File: config.mk
export PLATFORM = sky130hd
export DESIGN_NAME = hazard_unit_flat
export DESIGN_NICKNAME = d
export VERILOG_FILES = /design/src/rtl/pipe_pkg.sv /design/src/rtl/hazard_unit_if.sv /design/src/rtl/sat_counter.sv /design/src/rtl/hazard_unit.sv /design/src/flat_wrapper.sv
export SDC_FILE = /design/constraint.sdc
export NUM_CORES = 1
export LEC_CHECK = 0
export CORE_ASPECT_RATIO = 1.75
export CORE_MARGIN = 10
export CORE_UTILIZATION = 41
export CTS_CLUSTER_SIZE = 28
export DETAILED_ROUTE_END_ITERATION = 10
export GPL_TIMING_DRIVEN = 0
export PLACE_DENSITY = 0.78
export SETUP_SLACK_MARGIN = 0.4
export SYNTH_ARGS = -nofsm -noshare
export SYNTH_HDL_FRONTEND = slang
export SYNTH_SLANG_ARGS = --single-unit
File: constraint.sdc
create_clock -name clk -period 4.9 [get_ports clk]
set_clock_uncertainty 0.05 [all_clocks]
set_input_delay 0.98 -clock clk [delete_from_list [all_inputs] [get_ports clk]]
set_output_delay 0.98 -clock clk [all_outputs]
set_load 0.01 [all_outputs]
File: src/rtl/pipe_pkg.sv
// Shared pipeline types: scoreboard slot, bubble control word and the RAW match helper.
package pipe_pkg;

    localparam int REG_ADDR_W = 5;

    typedef struct packed {
        logic                  valid;
        logic [REG_ADDR_W-1:0] dst;
        logic                  is_load;
    } sb_slot_t;

    localparam sb_slot_t SLOT_EMPTY = '0;

    typedef logic [15:0] ctrl_word_t;
    localparam ctrl_word_t CTRL_BUBBLE = '0;

    // $0 is hardwired to zero, so it can never carry a dependency.
    function automatic logic slot_hit(input sb_slot_t s,
                                      input logic [REG_ADDR_W-1:0] src,
                                      input logic use_src);
        return use_src & s.valid & (s.dst == src) & (src != '0);
    endfunction

endpackage

File: src/rtl/hazard_unit_if.sv
// ID-stage hazard interface: decoded ID fields in, pipeline steering and counters out.
interface hazard_unit_if #(
    parameter int REG_ADDR_W = 5,
    parameter int CNT_W      = 16
);
    logic                  id_valid;
    logic [REG_ADDR_W-1:0] id_rs;
    logic [REG_ADDR_W-1:0] id_rt;
    logic                  id_uses_rs;
    logic                  id_uses_rt;
    logic                  id_reg_write;
    logic                  id_mem_read;
    logic [REG_ADDR_W-1:0] id_dst;
    logic                  id_j;
    logic                  id_jr;
    logic                  mem_branch_taken;
    logic                  stall;
    logic                  pc_write;
    logic                  ifid_write;
    logic                  flush_ifid;
    logic                  flush_idex;
    logic                  flush_exmem;
    logic [CNT_W-1:0]      stall_cycles;
    logic [CNT_W-1:0]      flush_events;

    modport master (
        output id_valid, id_rs, id_rt, id_uses_rs, id_uses_rt, id_reg_write,
               id_mem_read, id_dst, id_j, id_jr, mem_branch_taken,
        input  stall, pc_write, ifid_write, flush_ifid, flush_idex, flush_exmem,
               stall_cycles, flush_events
    );

    modport slave (
        input  id_valid, id_rs, id_rt, id_uses_rs, id_uses_rt, id_reg_write,
               id_mem_read, id_dst, id_j, id_jr, mem_branch_taken,
        output stall, pc_write, ifid_write, flush_ifid, flush_idex, flush_exmem,
               stall_cycles, flush_events
    );

endinterface

File: src/rtl/sat_counter.sv
// Event counter that sticks at all-ones instead of wrapping.
module sat_counter #(
    parameter int CNT_W = 16
) (
    input  logic             clk,
    input  logic             rst_n,
    input  logic             inc,
    output logic [CNT_W-1:0] o_count
);

    logic [CNT_W-1:0] r_count;

    always_ff @(posedge clk or negedge rst_n) begin
        if (!rst_n) begin
            r_count <= '0;
        end else if (inc && (r_count != '1)) begin
            r_count <= r_count + 1'b1;
        end
    end

    assign o_count = r_count;

endmodule

File: src/rtl/hazard_unit.sv
// RAW hazard / redirect controller beside ID, tracking EX and MEM destinations.
// Build option: HAZARD_FORWARD_EN (only load-in-EX dependencies stall; jr still stalls on EX/MEM).
module hazard_unit #(
    parameter int REG_ADDR_W = 5,
    parameter int CNT_W      = 16
) (
    input  logic         clk,
    input  logic         rst_n,
    hazard_unit_if.slave hz
);
    import pipe_pkg::*;

    sb_slot_t r_ex;
    sb_slot_t r_mem;

    logic w_hit_ex_rs, w_hit_ex_rt, w_hit_mem_rs, w_hit_mem_rt;
    logic w_data_hazard, w_jr_hazard, w_hazard, w_jump, w_branch;
    logic w_stall, w_pc_write, w_ifid_write;
    logic w_flush_ifid, w_flush_idex, w_flush_exmem;
    logic w_bubble, w_redirect;
    logic [CNT_W-1:0] w_stall_cycles, w_flush_events;

    assign w_hit_ex_rs  = hz.id_valid & slot_hit(r_ex,  hz.id_rs, hz.id_uses_rs | hz.id_jr);
    assign w_hit_ex_rt  = hz.id_valid & slot_hit(r_ex,  hz.id_rt, hz.id_uses_rt);
    assign w_hit_mem_rs = hz.id_valid & slot_hit(r_mem, hz.id_rs, hz.id_uses_rs | hz.id_jr);
    assign w_hit_mem_rt = hz.id_valid & slot_hit(r_mem, hz.id_rt, hz.id_uses_rt);

    // jr consumes rs in ID itself, where no forward path exists.
    assign w_jr_hazard = hz.id_jr & (w_hit_ex_rs | w_hit_mem_rs);

`ifdef HAZARD_FORWARD_EN
    assign w_data_hazard = r_ex.is_load & (w_hit_ex_rs | w_hit_ex_rt);
`else
    assign w_data_hazard = w_hit_ex_rs | w_hit_ex_rt | w_hit_mem_rs | w_hit_mem_rt;
`endif

    assign w_hazard = w_data_hazard | w_jr_hazard;
    assign w_jump   = hz.id_valid & (hz.id_j | hz.id_jr);
    assign w_branch = hz.mem_branch_taken;

    always_comb begin
        w_stall       = 1'b1;
        w_pc_write    = 1'b1;
        w_ifid_write  = 1'b1;
        w_flush_ifid  = 1'b0;
        w_flush_idex  = 1'b0;
        w_flush_exmem = 1'b0;
        w_bubble      = 1'b0;
        w_redirect    = 1'b0;
        if (w_branch) begin
            w_stall       = 1'b0;
            w_flush_ifid  = 1'b1;
            w_flush_idex  = 1'b1;
            w_flush_exmem = 1'b1;
            w_redirect    = 1'b1;
        end else if (w_hazard) begin
            w_stall      = 1'b0;
            w_pc_write   = 1'b0;
            w_ifid_write = 1'b0;
            w_bubble     = 1'b1;
        end else if (w_jump) begin
            w_flush_ifid = 1'b1;
            w_redirect   = 1'b1;
        end
    end

    always_ff @(posedge clk or negedge rst_n) begin
        if (!rst_n) begin
            r_ex  <= SLOT_EMPTY;
            r_mem <= SLOT_EMPTY;
        end else begin
            r_mem <= w_branch ? SLOT_EMPTY : r_ex;
            if (w_branch || w_bubble || !hz.id_valid || !hz.id_reg_write) begin
                r_ex <= SLOT_EMPTY;
            end else begin
                r_ex <= '{valid: 1'b1, dst: hz.id_dst, is_load: hz.id_mem_read};
            end
        end
    end

    sat_counter #(.CNT_W(CNT_W)) u_stall_cnt (
        .clk     (clk),
        .rst_n   (rst_n),
        .inc     (w_bubble),
        .o_count (w_stall_cycles)
    );

    sat_counter #(.CNT_W(CNT_W)) u_flush_cnt (
        .clk     (clk),
        .rst_n   (rst_n),
        .inc     (w_redirect),
        .o_count (w_flush_events)
    );

    assign hz.stall        = w_stall;
    assign hz.pc_write     = w_pc_write;
    assign hz.ifid_write   = w_ifid_write;
    assign hz.flush_ifid   = w_flush_ifid;
    assign hz.flush_idex   = w_flush_idex;
    assign hz.flush_exmem  = w_flush_exmem;
    assign hz.stall_cycles = w_stall_cycles;
    assign hz.flush_events = w_flush_events;

endmodule

File: src/flat_wrapper.sv
// flat-port wrapper written by rule: the top's interface ports become plain ports
module hazard_unit_flat import pipe_pkg::*;
#(
    parameter int REG_ADDR_W = 5,
    parameter int CNT_W      = 16
)
  (clk, rst_n, hz_id_valid, hz_id_rs, hz_id_rt, hz_id_uses_rs, hz_id_uses_rt, hz_id_reg_write, hz_id_mem_read, hz_id_dst, hz_id_j, hz_id_jr, hz_mem_branch_taken, hz_stall, hz_pc_write, hz_ifid_write, hz_flush_ifid, hz_flush_idex, hz_flush_exmem, hz_stall_cycles, hz_flush_events);
  hazard_unit_if #(.REG_ADDR_W(REG_ADDR_W), .CNT_W(CNT_W)) hz_i ();
  input  logic clk;
  input  logic rst_n;
  input wire logic [$bits(hz_i.id_valid)-1:0] hz_id_valid;
  input wire logic [$bits(hz_i.id_rs)-1:0] hz_id_rs;
  input wire logic [$bits(hz_i.id_rt)-1:0] hz_id_rt;
  input wire logic [$bits(hz_i.id_uses_rs)-1:0] hz_id_uses_rs;
  input wire logic [$bits(hz_i.id_uses_rt)-1:0] hz_id_uses_rt;
  input wire logic [$bits(hz_i.id_reg_write)-1:0] hz_id_reg_write;
  input wire logic [$bits(hz_i.id_mem_read)-1:0] hz_id_mem_read;
  input wire logic [$bits(hz_i.id_dst)-1:0] hz_id_dst;
  input wire logic [$bits(hz_i.id_j)-1:0] hz_id_j;
  input wire logic [$bits(hz_i.id_jr)-1:0] hz_id_jr;
  input wire logic [$bits(hz_i.mem_branch_taken)-1:0] hz_mem_branch_taken;
  output wire logic [$bits(hz_i.stall)-1:0] hz_stall;
  output wire logic [$bits(hz_i.pc_write)-1:0] hz_pc_write;
  output wire logic [$bits(hz_i.ifid_write)-1:0] hz_ifid_write;
  output wire logic [$bits(hz_i.flush_ifid)-1:0] hz_flush_ifid;
  output wire logic [$bits(hz_i.flush_idex)-1:0] hz_flush_idex;
  output wire logic [$bits(hz_i.flush_exmem)-1:0] hz_flush_exmem;
  output wire logic [$bits(hz_i.stall_cycles)-1:0] hz_stall_cycles;
  output wire logic [$bits(hz_i.flush_events)-1:0] hz_flush_events;
  assign hz_i.id_valid = hz_id_valid;
  assign hz_i.id_rs = hz_id_rs;
  assign hz_i.id_rt = hz_id_rt;
  assign hz_i.id_uses_rs = hz_id_uses_rs;
  assign hz_i.id_uses_rt = hz_id_uses_rt;
  assign hz_i.id_reg_write = hz_id_reg_write;
  assign hz_i.id_mem_read = hz_id_mem_read;
  assign hz_i.id_dst = hz_id_dst;
  assign hz_i.id_j = hz_id_j;
  assign hz_i.id_jr = hz_id_jr;
  assign hz_i.mem_branch_taken = hz_mem_branch_taken;
  assign hz_stall = hz_i.stall;
  assign hz_pc_write = hz_i.pc_write;
  assign hz_ifid_write = hz_i.ifid_write;
  assign hz_flush_ifid = hz_i.flush_ifid;
  assign hz_flush_idex = hz_i.flush_idex;
  assign hz_flush_exmem = hz_i.flush_exmem;
  assign hz_stall_cycles = hz_i.stall_cycles;
  assign hz_flush_events = hz_i.flush_events;
  hazard_unit #(.REG_ADDR_W(REG_ADDR_W), .CNT_W(CNT_W)) u_core (.clk(clk), .rst_n(rst_n), .hz(hz_i));
endmodule
==> flow_metrics.tcl <==
set metrics [dict create \
    cts_resized 0 \
    netlist_top_cells_area "dfrtp_1, xnor2_1, xor2_1, and3_1, nand4_1" \
    setup_viol 0 \
    cts_max_level 2 \
    dp_hpwl_mm 4.30 \
    worst_path_largest_cell_delay_ns 0.57 \
    cp_cell_sequence "clkdlybuf4s50_1, or4_1, o22ai_1, o22ai_4, o21bai_4, buf_4, clkdlybuf4s50_1" \
    hold_viol_final 0 \
    core-area_um2 5260 \
    crit_cells 7 \
    fin_crit_sh_pct 88.7 \
    synth_edf_count 0 \
    critPathKind "in -> out" \
    fin_nets 300 \
    nFillCells 483 \
    synth.most_common_cell "dfrtp_1" \
    async_reset_ff_share_pct 100 \
    dieArea_um2 8860 \
    die_h_um 117 \
    critical_path_arrival_ns 3.32 \
    pin_count 63 \
    crit_slowest_cell "or4_1" \
    drtIter0Drc 76 \
    yosysTopAreaCellShare_pct 49.7 \
    synth.cell_area_um2 2210 \
    worst_pin_slew_ns 0.505 \
    portBuffers 61 \
    grt_pass1_vias 1860 \
    num_vias 1747 \
    hold_path_class "reg -> reg" \
    drc 0 \
    antenna_found_initial 0 \
    path_buf_inv 3 \
    power.leakage_nw 1.35 \
    cts_buffers 5 \
    ys_warn_count 0 \
    yosys_register_bits 44 \
    drive_gt1_share_pct 7.66 \
    setup_tns_ns 0 \
    synthTopCellsByCount "dfrtp_1, xnor2_1, xor2_1" \
    num_rows 35 \
    grt_overflow_total 0 \
    cts_tree "built" \
    clk_pin_slew_ns 0.08 \
    p_per_area_nw_per_um2 288 \
    synth_nets 230 \
    r2r_cells 8 \
    start_util_pct 42.1 \
    final_cell_count_no_fill 329 \
    crit_family "buffers and inverters" \
    ys_dominant_reg_cell "dfrtp_1" \
    grtUsageTotal_pct 13.1 \
    cp_max_fo 10 \
    slew_headroom_pct 66.3 \
    dp.cells 320 \
    fin_crit_ns 4.35 \
    peakVddDrop_uv 188 \
    areaGrowthSynthToFinish_pct 36.2 \
    holdBufCountCts 0 \
    synthDistinctLibCells 34 \
    ys_seq_area_share_pct 49.7 \
    cts.sinks 44 \
    num_antenna_cells 0 \
    slew_viol_final 0 \
    antenna_left 0 \
    clockBufferDepth 2 \
    end_kind "output pin" \
    vias_per_cell 5.31 \
    drv_cap 0 \
    yosysTopAreaCell "dfrtp_1" \
    wl_per_cell_um 16.6 \
    hold_depth 1 \
    fmax_mhz 230 \
    start_kind "input pin" \
    grt_max_degree 25 \
    path_common_cell "clkdlybuf4s50_1" \
    clk_latency_ns 0.28 \
    gp_congestion 0.845 \
    synthCells 203 \
    cp.required_ns 3.87 \
    wirelength_mm 5.47 \
    rsz0062_at_grt "no" \
    grt_first_pass_wirelength_mm 9.11 \
    root_buffer "clkbuf_8" \
    avgSynthCellArea_um2 10.9 \
    dr.pass1.iters 4 \
    die_w_um 75.6 \
    outcome "finished, final reports clean" \
]
==> report_power, final <==
group,total (W),internal (W),switching [W]
logic,0.000210,0.000118,0.0000916
registers,0.000432,0.000396,0.0000361
clock network,0.000228,0.000112,0.000115
==> flip-flops by register name (all words and copies together), names as in the netlist <==
signal	cells
u_core.u_stall_cnt.o_count	16
u_core.u_flush_cnt.o_count	16
u_core.r_ex	6
u_core.r_mem	6
==> stage by stage <==
step | area [um2] | utilization, % | hold WS, ns | power (W) | worst slack, ns
floorplan | 2210 | - | 0.420 | 0.000528 | 1.62
global placement | 2890 | 55.1 | 0.427 | 0.000644 | 0.391
detailed placement | 2920 | 55.5 | 0.431 | 0.000650 | 0.371
CTS | 3020 | 57.4 | 0.447 | 0.000885 | 0.525
global route | 3020 | 57.4 | 0.467 | 0.000924 | 0.406
finish | 3020 | 57.4 | 0.447 | 0.000869 | 0.554
==> cells by family (layout without fill, tap and decap cells) <==
family | count (synthesis) | after routing | share of synthesized area, %
compound gates | 11 | 11 | 4.24
xor+xnor | 47 | 47 | 18.6
fa+ha+maj | 2 | 2 | 1.13
buf+inv | 8 | 79 | 2.43
flops | 44 | 44 | 49.7
mux | 3 | 3 | 1.53
simple gates | 88 | 88 | 22.4
==> worst register-to-register path: cells and delay by family, from the launching register on <==
family,cells,cell delay (ns)
buffers and inverters,1,0.14
and+or+nand+nor,6,1.36
xor gates and xnor gates,1,0.14
DFF,1,0.43
==> layer usage <==
| metal | GRT usage, % | vias to the layer above | part of all wire, % |
|---|---|---|---|
| met3 | 3.29 | 6 | 6.1 |
| met1 | 14.1 | 860 | 38 |
| met4 | 3.74 | 0 | 1.5 |
| li1 | - | 835 | - |
| met5 | 0 | - | 0 |
| met2 | 24.0 | 46 | 55 |
==> what timing repair did <==
item | CTS | global route
buffers inserted | 1 | 0
setup endpoints to repair | 1 | 0
endpoints found under the hold margin | 0 | 0
==> final timing paths <==
| path | from | end | slack, ns |
|---|---|---|---|
| max | hz_id_rs[1] | hz_flush_ifid | 0.55 |
| min reg2reg | u_core.u_stall_cnt.o_count[10] | u_core.u_stall_cnt.o_count[10] | 0.45 |
| max reg2reg | u_core.u_stall_cnt.o_count[4] | u_core.u_stall_cnt.o_count[11] | 2.67 |
| min in group asynchronous | rst_n | u_core.u_flush_cnt.o_count[14] | 0.61 |
| min | u_core.u_stall_cnt.o_count[10] | u_core.u_stall_cnt.o_count[10] | 0.45 |
| max in group asynchronous | rst_n | u_core.u_stall_cnt.o_count[11] | 3.71 |
==> layout by cell type (no fill, tap or decap), drive strengths merged, types with 3 or more instances in the layout <==
cell type      count
nor4               4
nand4             11
xor2              23
a21oi              3
nand3             10
clkdlybuf4s50     60
and3              13
mux2               3
nor2b              7
nor3               6
clkbuf             7
nand2             15
nor2               7
xnor2             24
dfrtp             44
and2               8
buf                9
==> cell type report <==
| class | instances | area [um2] | area share, % |
|---|---|---|---|
| Clock buffer | 6 | 82.6 | 2.74 |
| Tap cell | 55 | 68.8 | 2.28 |
| Inverter | 1 | 3.75 | 0.124 |
| Clock inverter | 2 | 10.0 | 0.332 |
| Timing Repair Buffer | 63 | 641 | 21.2 |
| Buffer | 7 | 50.0 | 1.66 |
| Multi-Input combinational cell | 151 | 1060 | 35.1 |
| Sequential cell | 44 | 1100 | 36.5 |
(Power assumes the default switching activity.)
